[config.mk]
export PLATFORM = sky130hd
export DESIGN_NAME = gnr_cycle_ctrl_flat
export DESIGN_NICKNAME = d
export VERILOG_FILES = /design/src/rtl/gnr_cycle_ctrl_pkg.sv /design/src/rtl/gnr_cycle_ctrl_if.sv /design/src/rtl/gnr_cycle_ctrl.sv /design/src/flat_wrapper.sv
export SDC_FILE = /design/constraint.sdc
export NUM_CORES = 1
export LEC_CHECK = 0
export CORE_UTILIZATION = 53
export DETAILED_ROUTE_END_ITERATION = 7
export GPL_TIMING_DRIVEN = 0
export PLACE_DENSITY = 0.86
export SYNTH_ARGS = -nofsm -noshare
export SYNTH_HDL_FRONTEND = slang
export SYNTH_SLANG_ARGS = --single-unit
[constraint.sdc]
create_clock -name clk -period 6.4 [get_ports clk]
set_input_delay 0.96 -clock clk [delete_from_list [all_inputs] [get_ports clk]]
set_output_delay 0.96 -clock clk [all_outputs]
set_load 0.01 [all_outputs]
[src/rtl/gnr_cycle_ctrl_pkg.sv]
// ---------------------------------------------------------------------------
// gnr_pkg -- shared definitions for the cycle-detection controller.
//
// Contents:
//   GNR_CNT_W    default width of the step / period counters
//   gnr_state_e  controller FSM state encoding
//   is_busy()    true in every state except IDLE
// ---------------------------------------------------------------------------
package gnr_pkg;

  localparam int GNR_CNT_W = 16;

  typedef enum logic [2:0] {
    ST_IDLE   = 3'd0,
    ST_LOAD   = 3'd1,
    ST_RUN    = 3'd2,
    ST_PERIOD = 3'd3,
    ST_DONE   = 3'd4
  } gnr_state_e;

  function automatic logic is_busy(input gnr_state_e s);
    return (s != ST_IDLE);
  endfunction

endpackage

[src/rtl/gnr_cycle_ctrl_if.sv]
// ---------------------------------------------------------------------------
// gnr_cycle_ctrl_if -- signal bundle between the cycle controller and the
// host / node array.
//
// Signals:
//   start       host -> ctrl   one-cycle search request (honoured in IDLE)
//   init_vec    host -> ctrl   initial network state, captured on start
//   s0_vec      nodes -> ctrl  slow-trajectory node states
//   s1_vec      nodes -> ctrl  fast-trajectory node states
//   reset_nos   ctrl -> nodes  load strobe (nodes take init_state)
//   init_state  ctrl -> nodes  per-node load value
//   start_s0    ctrl -> nodes  slow-trajectory advance enable
//   start_s1    ctrl -> nodes  fast-trajectory advance enable
//   busy, done, timeout, meet_steps, period   ctrl -> host status/results
//
// Modports: master = controller side, slave = host/node side.
// ---------------------------------------------------------------------------
interface gnr_cycle_ctrl_if
  import gnr_pkg::*;
#(
  parameter int N_NODES = 16,
  parameter int CNT_W   = GNR_CNT_W
);

  logic               start;
  logic [N_NODES-1:0] init_vec;
  logic [N_NODES-1:0] s0_vec;
  logic [N_NODES-1:0] s1_vec;

  logic               reset_nos;
  logic [N_NODES-1:0] init_state;
  logic               start_s0;
  logic               start_s1;
  logic               busy;
  logic               done;
  logic               timeout;
  logic [CNT_W-1:0]   meet_steps;
  logic [CNT_W-1:0]   period;

  modport master (
    input  start, init_vec, s0_vec, s1_vec,
    output reset_nos, init_state, start_s0, start_s1,
           busy, done, timeout, meet_steps, period
  );

  modport slave (
    output start, init_vec, s0_vec, s1_vec,
    input  reset_nos, init_state, start_s0, start_s1,
           busy, done, timeout, meet_steps, period
  );

endinterface

[src/rtl/gnr_cycle_ctrl.sv]
// ---------------------------------------------------------------------------
// gnr_cycle_ctrl -- Floyd-style attractor finder for a network of nodes.
//
// The node array runs two copies of the network: a slow trajectory (s0) that
// advances one step every second enabled cycle, and a fast trajectory (s1)
// that advances every enabled cycle. The controller loads both copies with
// init_vec, runs them until they coincide (meeting point), then freezes the
// slow copy and counts fast steps until they coincide again (attractor
// period).
//
// Ports:
//   clk    clock, all state on posedge
//   rst_n  asynchronous active-low reset
//   bus    gnr_cycle_ctrl_if.master (handshake, node control, results)
//
// Parameters:
//   N_NODES    number of nodes (width of the state vectors)
//   CNT_W      width of the step / period counters
//   MAX_STEPS  RUN / PERIOD cycle limit before timeout (<= 2^CNT_W-1)
// ---------------------------------------------------------------------------
module gnr_cycle_ctrl
  import gnr_pkg::*;
#(
  parameter int          N_NODES   = 16,
  parameter int          CNT_W     = GNR_CNT_W,
  parameter int unsigned MAX_STEPS = 32'h0000_FFFF
) (
  input  logic                  clk,
  input  logic                  rst_n,
  gnr_cycle_ctrl_if.master      bus
);

  localparam logic [CNT_W-1:0] MAX_CNT = CNT_W'(MAX_STEPS);
  localparam logic [CNT_W-1:0] ONE     = CNT_W'(1);

  gnr_state_e         state_q, state_d;
  logic [CNT_W-1:0]   t_q, t_d;            // RUN cycles elapsed
  logic [CNT_W-1:0]   p_q, p_d;            // PERIOD cycles elapsed
  logic [N_NODES-1:0] init_q, init_d;
  logic [CNT_W-1:0]   meet_q, meet_d;
  logic [CNT_W-1:0]   period_q, period_d;
  logic               timeout_q, timeout_d;

  logic vec_eq;
  logic run_match;
  logic per_match;
  logic reset_nos;
  logic en_s0;
  logic en_s1;
  logic done;

  assign vec_eq    = (bus.s0_vec == bus.s1_vec);
  // Only even t gives the slow copy exactly t/2 steps; t=0 is the trivial
  // coincidence straight after the load.
  assign run_match = (t_q != '0) && !t_q[0] && vec_eq;
  // p=0 is the meeting point itself, so it cannot count as a return.
  assign per_match = (p_q != '0) && vec_eq;

  always_ff @(posedge clk or negedge rst_n) begin
    if (!rst_n) begin
      state_q   <= ST_IDLE;
      t_q       <= '0;
      p_q       <= '0;
      init_q    <= '0;
      meet_q    <= '0;
      period_q  <= '0;
      timeout_q <= 1'b0;
    end else begin
      state_q   <= state_d;
      t_q       <= t_d;
      p_q       <= p_d;
      init_q    <= init_d;
      meet_q    <= meet_d;
      period_q  <= period_d;
      timeout_q <= timeout_d;
    end
  end

  always_comb begin
    state_d   = state_q;
    t_d       = t_q;
    p_d       = p_q;
    init_d    = init_q;
    meet_d    = meet_q;
    period_d  = period_q;
    timeout_d = timeout_q;
    reset_nos = 1'b0;
    en_s0     = 1'b0;
    en_s1     = 1'b0;
    done      = 1'b0;

    case (state_q)
      ST_IDLE: begin
        if (bus.start) begin
          init_d    = bus.init_vec;
          t_d       = '0;
          p_d       = '0;
          meet_d    = '0;
          period_d  = '0;
          timeout_d = 1'b0;
          state_d   = ST_LOAD;
        end
      end

      ST_LOAD: begin
        reset_nos = 1'b1;
        t_d       = '0;
        state_d   = ST_RUN;
      end

      ST_RUN: begin
        // A match on the limit cycle still counts as a match.
        if (run_match) begin
          meet_d  = t_q >> 1;
          p_d     = '0;
          state_d = ST_PERIOD;
        end else if (t_q == MAX_CNT) begin
          // Report how far the slow trajectory got before giving up.
          timeout_d = 1'b1;
          meet_d    = t_q >> 1;
          state_d   = ST_DONE;
        end else begin
          en_s0 = 1'b1;
          en_s1 = 1'b1;
          t_d   = t_q + ONE;
        end
      end

      ST_PERIOD: begin
        if (per_match) begin
          period_d = p_q;
          state_d  = ST_DONE;
        end else if (p_q == MAX_CNT) begin
          timeout_d = 1'b1;
          period_d  = p_q;
          state_d   = ST_DONE;
        end else begin
          en_s1 = 1'b1;
          p_d   = p_q + ONE;
        end
      end

      ST_DONE: begin
        done    = 1'b1;
        state_d = ST_IDLE;
      end

      default: begin
        state_d = ST_IDLE;
      end
    endcase
  end

  assign bus.reset_nos  = reset_nos;
  assign bus.init_state = init_q;
  assign bus.start_s0   = en_s0;
  assign bus.start_s1   = en_s1;
  assign bus.busy       = is_busy(state_q);
  assign bus.done       = done;
  assign bus.timeout    = timeout_q;
  assign bus.meet_steps = meet_q;
  assign bus.period     = period_q;

endmodule

[src/flat_wrapper.sv]
// flat-port wrapper written by rule: the top's interface ports become plain ports
module gnr_cycle_ctrl_flat import gnr_pkg::*;
#(
  parameter int          N_NODES   = 16,
  parameter int          CNT_W     = GNR_CNT_W,
  parameter int unsigned MAX_STEPS = 32'h0000_FFFF
)
  (clk, rst_n, bus_start, bus_init_vec, bus_s0_vec, bus_s1_vec, bus_reset_nos, bus_init_state, bus_start_s0, bus_start_s1, bus_busy, bus_done, bus_timeout, bus_meet_steps, bus_period);
  gnr_cycle_ctrl_if #(.N_NODES(N_NODES), .CNT_W(CNT_W)) bus_i ();
  input  logic clk;
  input  logic rst_n;
  input wire logic [$bits(bus_i.start)-1:0] bus_start;
  input wire logic [$bits(bus_i.init_vec)-1:0] bus_init_vec;
  input wire logic [$bits(bus_i.s0_vec)-1:0] bus_s0_vec;
  input wire logic [$bits(bus_i.s1_vec)-1:0] bus_s1_vec;
  output wire logic [$bits(bus_i.reset_nos)-1:0] bus_reset_nos;
  output wire logic [$bits(bus_i.init_state)-1:0] bus_init_state;
  output wire logic [$bits(bus_i.start_s0)-1:0] bus_start_s0;
  output wire logic [$bits(bus_i.start_s1)-1:0] bus_start_s1;
  output wire logic [$bits(bus_i.busy)-1:0] bus_busy;
  output wire logic [$bits(bus_i.done)-1:0] bus_done;
  output wire logic [$bits(bus_i.timeout)-1:0] bus_timeout;
  output wire logic [$bits(bus_i.meet_steps)-1:0] bus_meet_steps;
  output wire logic [$bits(bus_i.period)-1:0] bus_period;
  assign bus_i.start = bus_start;
  assign bus_i.init_vec = bus_init_vec;
  assign bus_i.s0_vec = bus_s0_vec;
  assign bus_i.s1_vec = bus_s1_vec;
  assign bus_reset_nos = bus_i.reset_nos;
  assign bus_init_state = bus_i.init_state;
  assign bus_start_s0 = bus_i.start_s0;
  assign bus_start_s1 = bus_i.start_s1;
  assign bus_busy = bus_i.busy;
  assign bus_done = bus_i.done;
  assign bus_timeout = bus_i.timeout;
  assign bus_meet_steps = bus_i.meet_steps;
  assign bus_period = bus_i.period;
  gnr_cycle_ctrl #(.N_NODES(N_NODES), .CNT_W(CNT_W), .MAX_STEPS(MAX_STEPS)) u_core (.clk(clk), .rst_n(rst_n), .bus(bus_i));
endmodule
# After elaboration in Yosys (flattened, before gate mapping)
# Cells that the tools add are included.
[totals]
regBits = 84
latchBits = 0
ram_bits = 0
mem_bits_ro = 0
in_bits = 51
word_cells = 79
memories = 0
[op_classes]
addsub = 2
mul = 0
div = 0
n_lt_le_gt_ge = 0
n_eq_ne = 17
n_shift = 0
n_mux = 34
n_bitwise = 0
n_reduce_logical = 19
[op_table]
columns = ["op", "n"]
rows = [
  ["16-bit two-way mux", 10],
  ["16-bit one-hot mux with 3 select lines", 2],
  ["16-bit one-hot mux with 2 select lines", 2],
  ["16-bit by 1-bit adder with 16-bit output (second input constant)", 2],
  ["16-bit equality test (second input constant)", 2],
  ["16-bit nonzero test", 2],
  ["16-bit equality test", 1],
  ["3-bit two-way mux", 5],
  ["1-bit two-way mux", 12],
  ["3-bit one-hot mux with 4 select lines", 1],
  ["2-bit inequality test (second input constant)", 5],
  ["3-bit AND reduction", 3],
  ["3-bit nonzero test", 3],
  ["3-bit by 2-bit equality test with 1-bit output (second input constant)", 2],
  ["2-bit by 1-bit inequality test with 1-bit output (second input constant)", 3],
  ["3-bit by 1-bit inequality test with 1-bit output (second input constant)", 2],
  ["6-bit AND reduction", 1],
  ["5-bit AND reduction", 1],
  ["4-bit AND reduction", 1],
  ["2-bit nonzero test", 2],
  ["3-bit by 1-bit equality test with 1-bit output (second input constant)", 1],
  ["3-bit equality test (second input constant)", 1],
  ["1-bit logical AND", 3],
  ["3-bit logical NOT", 1],
  ["other kinds (4)", 4],
]

# Longest topological paths before layout
# Gate-level depths: netlist (run 1).
[logic_depth]
word_depth = 5
mapped_depth = 10
ltp_nobuf = 8

# Worst setup path before layout (run 1)
# OpenSTA, ideal clock, no wires.
[synth_timing]
path_type = "input-to-output"
from = "input bus_s1_vec[14]"
to = "output bus_start_s1"
arrival_time_ns = 2.222
t_required_ns = 5.440
path_slack_ns = 3.218
path_stages = 7
n_path_buf = 1
path_cell_list = "xnor2_1 -> nand4_1 -> nor4_4 -> a211oi_2 -> buf_2 -> nor2_1 -> inv_1"
[synth_between]
elab_chain_len = 4
elab_cells_between_ends = 6
classes_between = "1 x eq/ne; 3 x mux; 2 x reduce/logical"
[synth_rtl]
columns = ["item", "line_no", "source"]
rows = [
  ["from (decl)", "flat_wrapper.sv:15", "input wire logic [$bits(bus_i.s1_vec)-1:0] bus_s1_vec;"],
  ["16-bit equality test *", "gnr_cycle_ctrl.sv:52", "assign vec_eq = (bus.s0_vec == bus.s1_vec);"],
  ["1-bit logical AND (on tied branches)", "gnr_cycle_ctrl.sv:57, gnr_cycle_ctrl.sv:55", ""],
  ["1-bit two-way mux (on tied branches)", "gnr_cycle_ctrl.sv:130, gnr_cycle_ctrl.sv:113", ""],
  ["1-bit one-hot mux with 2 select lines *", "gnr_cycle_ctrl.sv:92", "case (state_q)"],
  ["to (decl)", "flat_wrapper.sv:19", "output wire logic [$bits(bus_i.start_s1)-1:0] bus_start_s1;"],
]
# Every way passes the cells marked *; elsewhere a longest branch is shown, timed or not.

# Final worst setup path (run 1)
[layout_timing]
from = "input bus_s1_vec[1]"
to = "output bus_start_s1"
# The elaborated chain is that of the path after synthesis.

==> metrics.txt, run 1 <==
CP max-delay cell clkdlybuf4s50_1; post-DR wirelength/cell 15.19 um; All-Layer GR Usage 0.2680; core area 7331 um2; Max Clock Freq 227.3 MHz; crit-path max FO 10; later-pin clock latency in the skew report 0.37 ns; post-synthesis cell area 4054 um2; Least-Margin Pin Slew 0.8430 ns; CP cell instances clkdlybuf4s50_1 > xnor2_1 > nand4_1 > nor4_4 > a211oi_2 > buf_2 > nor2_1 > inv_1 > clkdlybuf4s50_1; Register Area 2077 um2; Pwr Density 341.7 nW/um2; # IOs 105; Setup TNS Final 0 ns; count leader, synth nand2_1; footprint of the multi-input gates 1812 um2; postcts setup bufs 0; Syn. warnings 0; CTS tree yes; vias in the first global route 3467; layout cell share with drive strength beyond 1 0.06329; fin. max-slew vios 0; Critical R2R Launch u_core.t_q[10]; post-synthesis register bit count 83; crit path launch bus_s1_vec[1]; Critical Path Start Type primary input; Port Buffers 103; Yosys top cell area share 0.5123; full die area 8002 um2; initial core utilization 0.5530; Hold Vio Cnt, Final 0; # H-tree levels 3; largest cells by area after synthesis dfrtp_1 (51%), nand2_1 (9.4%), a22o_1 (3.9%), xnor2_1 (3.9%), nand3_1 (3.2%); Non-Filler Instances 652; Worst EP required 5.44 ns; die width 89.46 um; Crit Path Class primary input to output pin; Tot Pwr 1.867 mW; CTS clock-pin slew for the worst setup and hold paths 0.09 ns; cell accounting for the most synthesized area dfrtp_1; synth-to-layout area growth 34.75%; Detail Route Antenna Nets 0; Netlist cell types 44; Vias/cell 5.670; Lkg Pwr 2.433 nW; number of CTS-inserted buffers 9; crit share post-route 0.6875; top cells by count, synth nand2_1 (101), dfrtp_1 (83), nand3_1 (26), a21oi_1 (20); register area share after synthesis 0.5123; most used cell, CP clkdlybuf4s50_1; ys async rst share 1.000; initial antenna violation count 0; syn_nets 488; Rows 31; CP Capture Type output pin; pre-CTS setup slack 2.017 ns; gpl congestion 0.8628; via count 3697; CTS Buffer Depth 2; drt first pass iters 5; worst setup margin 2.000 ns; buffers plus inverters on the worst setup path 4; Hold Startpoint u_core.bus.meet_steps[2]; root buffer cell clkbuf_8; violation count after the first detailed-route iteration 355; status finished clean; Syn Area/Cell 9.362 um2; Placed Cells incl. Taps 636; WP data arrival 3.44 ns; RSZ-0062 raised after global routing no; first-pass GRT wire length 16280 um; max cap viols 0; largest net degree at the start of global routing 53; kind of cell adding the most delay to the critical path buffers and inverters; top_reg_cell synth dfrtp_1; Residual DRC 0; die height 89.46 um; Gate Count Post-Synth 433; maximum vdd drop 0.2222 mV; Remaining Overflow, GRT 0; Layout Nets 603; crit-path max cell delay 0.51 ns; Post-CTS Hold Buffers 0; min-delay worst type flip-flop to flip-flop; clk sinks 83; min Tclk post-route 4.400 ns; Slew HR 0.4336; Post-Route WL 9903 um; ANT cells 0; hpwl dp 7115 um; skew final 0.01331 ns; fillers 520; CTS resizes 0; Post-synth EDFFs 0; Setup Viol. Count Final 0
-- worst paths after layout --
kind | endpoint | slack (ns) | depth (start not counted)
setup / recovery | bus_start_s1 | 2.00 | 9
hold / removal | u_core.bus.meet_steps[2] | 0.47 | 2
setup reg to reg | u_core.t_q[10] | 3.57 | 7
hold reg to reg | u_core.bus.meet_steps[2] | 0.47 | 2
max in group asynchronous | u_core.bus.init_state[2] | 5.28 | 2
min in group asynchronous | u_core.bus.period[5] | 0.52 | 1
-- worst reg2reg max path, stage by stage (launching register included) --
cell and delay (ns):
dfrtp_1 0.37, clkbuf_1 0.23, nor4_1 0.34, a41oi_1 0.28
a2111o_1 0.47, a21oi_1 0.53, buf_2 0.35, a31oi_1 0.12
-- layer usage --
layer  part of all wire  vias to the layer above  global-route usage
met5                  0                        -                   0
met4              0.023                        0              0.1140
met3              0.072                       17             0.05817
met2               0.47                      165              0.4212
met1               0.43                     1771              0.3599
li1                   -                     1744                   -
-- final cells by class --
cell class,instances,share of cell area
clock inverters,7,0.01924
clock buffers,9,0.02268
repair buffers,104,0.1933
inverters,12,0.008246
well taps,99,0.02268
plain buffers,25,0.02199
flip-flops and latches,83,0.3802
multi-input cells,313,0.3317
-- kinds of logic (layout without fill, tap and decap cells) --
group                      count (synthesis)  count (layout)  synth area share
AOI/OAI and AO/OA                         84              84            0.1429
xor gates and xnor gates                  23              23           0.04969
adders and majority gates                  4               4           0.01235
buffers and inverters                     37             157           0.04074
DFF                                       83              83            0.5123
muxes                                      1               1          0.002469
other                                      1               1         0.0009250
and+or+nand+nor                          200             200            0.2386
-- cells in the final DEF (no fill, tap or decap), types with 15 or more instances in the layout --
cell / instances
nor2_1: 17
clkbuf_1: 15
a31oi_1: 15
nand3_1: 26
clkdlybuf4s50_1: 102
nand2_1: 101
a22o_1: 18
dfrtp_1: 83
a21oi_1: 20
xnor2_1: 18
-- state kept, by name, summed over array words and instances, names as in the netlist --
signal and cells:
u_core.bus.period 16, u_core.bus.meet_steps 15, u_core.t_q 16, u_core.p_q 16, u_core.state_q 3, u_core.bus.timeout 1, u_core.bus.init_state 16
-- through the flow --
step / util / cell area [um2] / hold WS (ns)
floorplan: - / 4054 / 0.4902
global placement: 0.7105 / 5209 / 0.4505
detailed placement: 0.7139 / 5234 / 0.4556
CTS: 0.7452 / 5463 / 0.4754
global route: 0.7452 / 5463 / 0.4924
finish: 0.7452 / 5463 / 0.4702
-- where the power goes --
group	switching, mW	leakage (nW)	internal, mW
Sequential	0.0762	1.12	0.615
Combinational	0.428	1.20	0.314
Clock	0.207	0.113	0.226
Total	0.711	2.43	1.16
Note: power is estimated with default switching activity, not from simulation.
==> inputs of run 2 (changes only) <==
--- a/config.mk
+++ b/config.mk
@@ -5,10 +5,10 @@
 export SDC_FILE = /design/constraint.sdc
 export NUM_CORES = 1
 export LEC_CHECK = 0
-export CORE_UTILIZATION = 53
+export CORE_UTILIZATION = 44
 export DETAILED_ROUTE_END_ITERATION = 7
 export GPL_TIMING_DRIVEN = 0
-export PLACE_DENSITY = 0.86
+export PLACE_DENSITY = 0.76
 export SYNTH_ARGS = -nofsm -noshare
 export SYNTH_HDL_FRONTEND = slang
 export SYNTH_SLANG_ARGS = --single-unit
==> constraint.sdc (replaced) <==
create_clock -name clk -period 4 [get_ports clk]
set_input_delay 0.6 -clock clk [delete_from_list [all_inputs] [get_ports clk]]
set_output_delay 0.6 -clock clk [all_outputs]
set_load 0.01 [all_outputs]
==> metrics.txt, run 2 (same netlist as run 1, synthesis figures left out) <==
status complete, but fails checks (was finished clean); failing checks DRC; maximum vdd drop 0.2827 mV (was 0.2222 mV); # IOs 105 (unchanged); most common cell after layout, fill and taps aside clkdlybuf4s50_1 (unchanged); CTS tree yes (unchanged); dpl cell area 5245 um2 (was 5234 um2); ANT cells 0 (unchanged); via count 3643 (was 3697); fin. max-slew vios 0 (unchanged); fillers 726 (was 520); hpwl dp 7377 um (was 7115 um); # H-tree levels 3 (unchanged); later-pin clock latency in the skew report 0.34 ns (was 0.37 ns); Tot Pwr 2.977 mW (was 1.867 mW); Pwr Density 543.1 nW/um2 (was 341.7 nW/um2); min Tclk post-route 3.704 ns; Layout Nets 603 (unchanged); Int Power 1.862 mW (was 1.155 mW); crit-path max FO 10 (unchanged); Finished Cell Area 5482 um2 (was 5463 um2); number of CTS-inserted buffers 9 (unchanged); drt first pass iters 7 (was 5); crit share post-route 0.9261; Crit Path Class flip-flop to output pin (was primary input to output pin); Register Area 2077 um2 (unchanged); Detail Route Antenna Nets 0 (unchanged); min-delay worst type primary input to async pin (was flip-flop to flip-flop); CP Capture Type output pin (unchanged); Post-Route Utilization 0.6225 (was 0.7452); CTS clock-pin slew for the worst setup and hold paths 0.09 ns (about the same); most frequent cells in the layout clkdlybuf4s50_1 (102), nand2_1 (101), dfrtp_1 (83) (unchanged); Reg power frac 0.371 (was 0.370); Max Clock Freq 269.9 MHz; max cap viols 0 (unchanged); initial core utilization 0.4604 (was 0.5530); WP data arrival 3.10 ns (was 3.44 ns); All-Layer GR Usage 0.2190 (was 0.2680); Vias/cell 5.511 (was 5.670); vias in the first global route 3543 (was 3467); RSZ-0062 raised after global routing no (unchanged); post-DR wirelength/cell 14.90 um (was 15.19 um); clk sinks 83 (unchanged); Lkg Pwr 2.435 nW (was 2.433 nW); WHS 0.2128 ns (was 0.4702 ns); violation count after the first detailed-route iteration 201 (was 355); Clock Power Share 0.234 (was 0.232); Slew HR 0.4480 (was 0.4336); Rows 34 (was 31); Remaining Overflow, GRT 0 (unchanged); die height 97.99 um (was 89.46 um); Critical Path Start Type flip-flop (was primary input); P_sw 1.115 mW (was 711.5 uW); Hold Vio Cnt, Final 0 (unchanged); synth-to-layout area growth 35.22% (was 34.75%); largest net degree at the start of global routing 46 (was 53); CTS Buffer Depth 2 (unchanged); Post-Route WL 9846 um (was 9903 um); sw frac 0.3747 (was 0.3811); reg-to-reg slack, setup 1.19 ns (was 3.57 ns); first-pass GRT wire length 16930 um (was 16280 um); Port Buffers 103 (unchanged); core area 8806 um2 (was 7331 um2); initial antenna violation count 0 (unchanged); gpl congestion 0.8868 (was 0.8628); Residual DRC 6 (was 0); die width 97.99 um (was 89.46 um); Gate power share 0.395 (was 0.398); full die area 9601 um2 (was 8002 um2); Setup Viol. Count Final 0 (unchanged); Least-Margin Pin Slew 0.8217 ns (was 0.8430 ns); skew final 0.01060 ns (was 0.01331 ns); postcts setup bufs 0 (unchanged); Worst EP required 3.40 ns (was 5.44 ns); footprint of the multi-input gates 1814 um2 (was 1812 um2); Worst R2R Path Depth 7 (unchanged); root buffer cell clkbuf_8 (unchanged); Setup TNS Final 0 ns (unchanged); layout cell share with drive strength beyond 1 0.06510 (was 0.06329)
==> run 2: cell count changes in the layout (fill, tap and decap cells not counted) <==
cell      before  now
clkbuf_8       9   10
clkinv_4       0    1
inv_6          3    1
nor2_1        17   16
nor2_2         0    1
==> run 2: routing by layer <==
metal  vias to the layer above  global-route usage  wire length (um)
met2                       126              0.3537              4725
met5                         -                   0                 0
met1                      1751              0.2931              4415
met4                         0             0.06294               124
li1                       1754                   -                 -
met3                        12             0.05369               580
==> run 2: final timing paths <==
| check | startpoint | endpoint |
|---|---|---|
| max in group asynchronous | rst_n | u_core.bus.period[13] |
| min reg2reg | u_core.bus.meet_steps[4] | u_core.bus.meet_steps[4] |
| max reg2reg | u_core.t_q[10] | u_core.t_q[10] |
| min | rst_n | u_core.t_q[8] |
| max | u_core.t_q[10] | bus_start_s0 |
| min in group clk | u_core.bus.meet_steps[4] | u_core.bus.meet_steps[4] |
==> run 2: worst max-delay path: stages (launching register included) <==
cell and delay, ns:
dfrtp_1 0.37, clkbuf_1 0.20, nor4_1 0.37, a41oi_1 0.28
a211oi_2 0.41, buf_2 0.29, buf_2 0.27, clkdlybuf4s50_1 0.58
==> run 2: layout make-up <==
cell class              count  area share
plain buffers              25     0.02191
well taps                 108     0.02465
clock buffers              10     0.02511
multi-input cells         313      0.3310
clock inverters             6     0.01758
flip-flops and latches     83      0.3789
inverters                  12    0.008217
repair buffers            104      0.1926
==> run 2: stage by stage <==
| step | setup WS (ns) | cells |
|---|---|---|
| after global placement | -0.6354 | 644 |
| after CTS | 0.1224 | 661 |
| final | 0.2955 | 661 |
| after detailed placement | 0.3066 | 645 |
| after global routing | 0.09189 | 661 |
| after floorplan | 1.524 | 433 |
==> run 2: power groups by stage <==
stage / combinational (mW) / sequential, mW / clock [mW]
CTS: 1.18 / 1.10 / 0.708
global placement: 1.15 / 1.11 / 0
finish: 1.18 / 1.10 / 0.696
floorplan: 0.628 / 1.14 / 0
global route: 1.31 / 1.12 / 0.750
detailed placement: 1.18 / 1.12 / 0
==> run 2: timing repair <==
action                     in CTS  in global routing
resized for setup               0                  1
hold buffers                    0                  0
setup endpoints to repair       0                  2
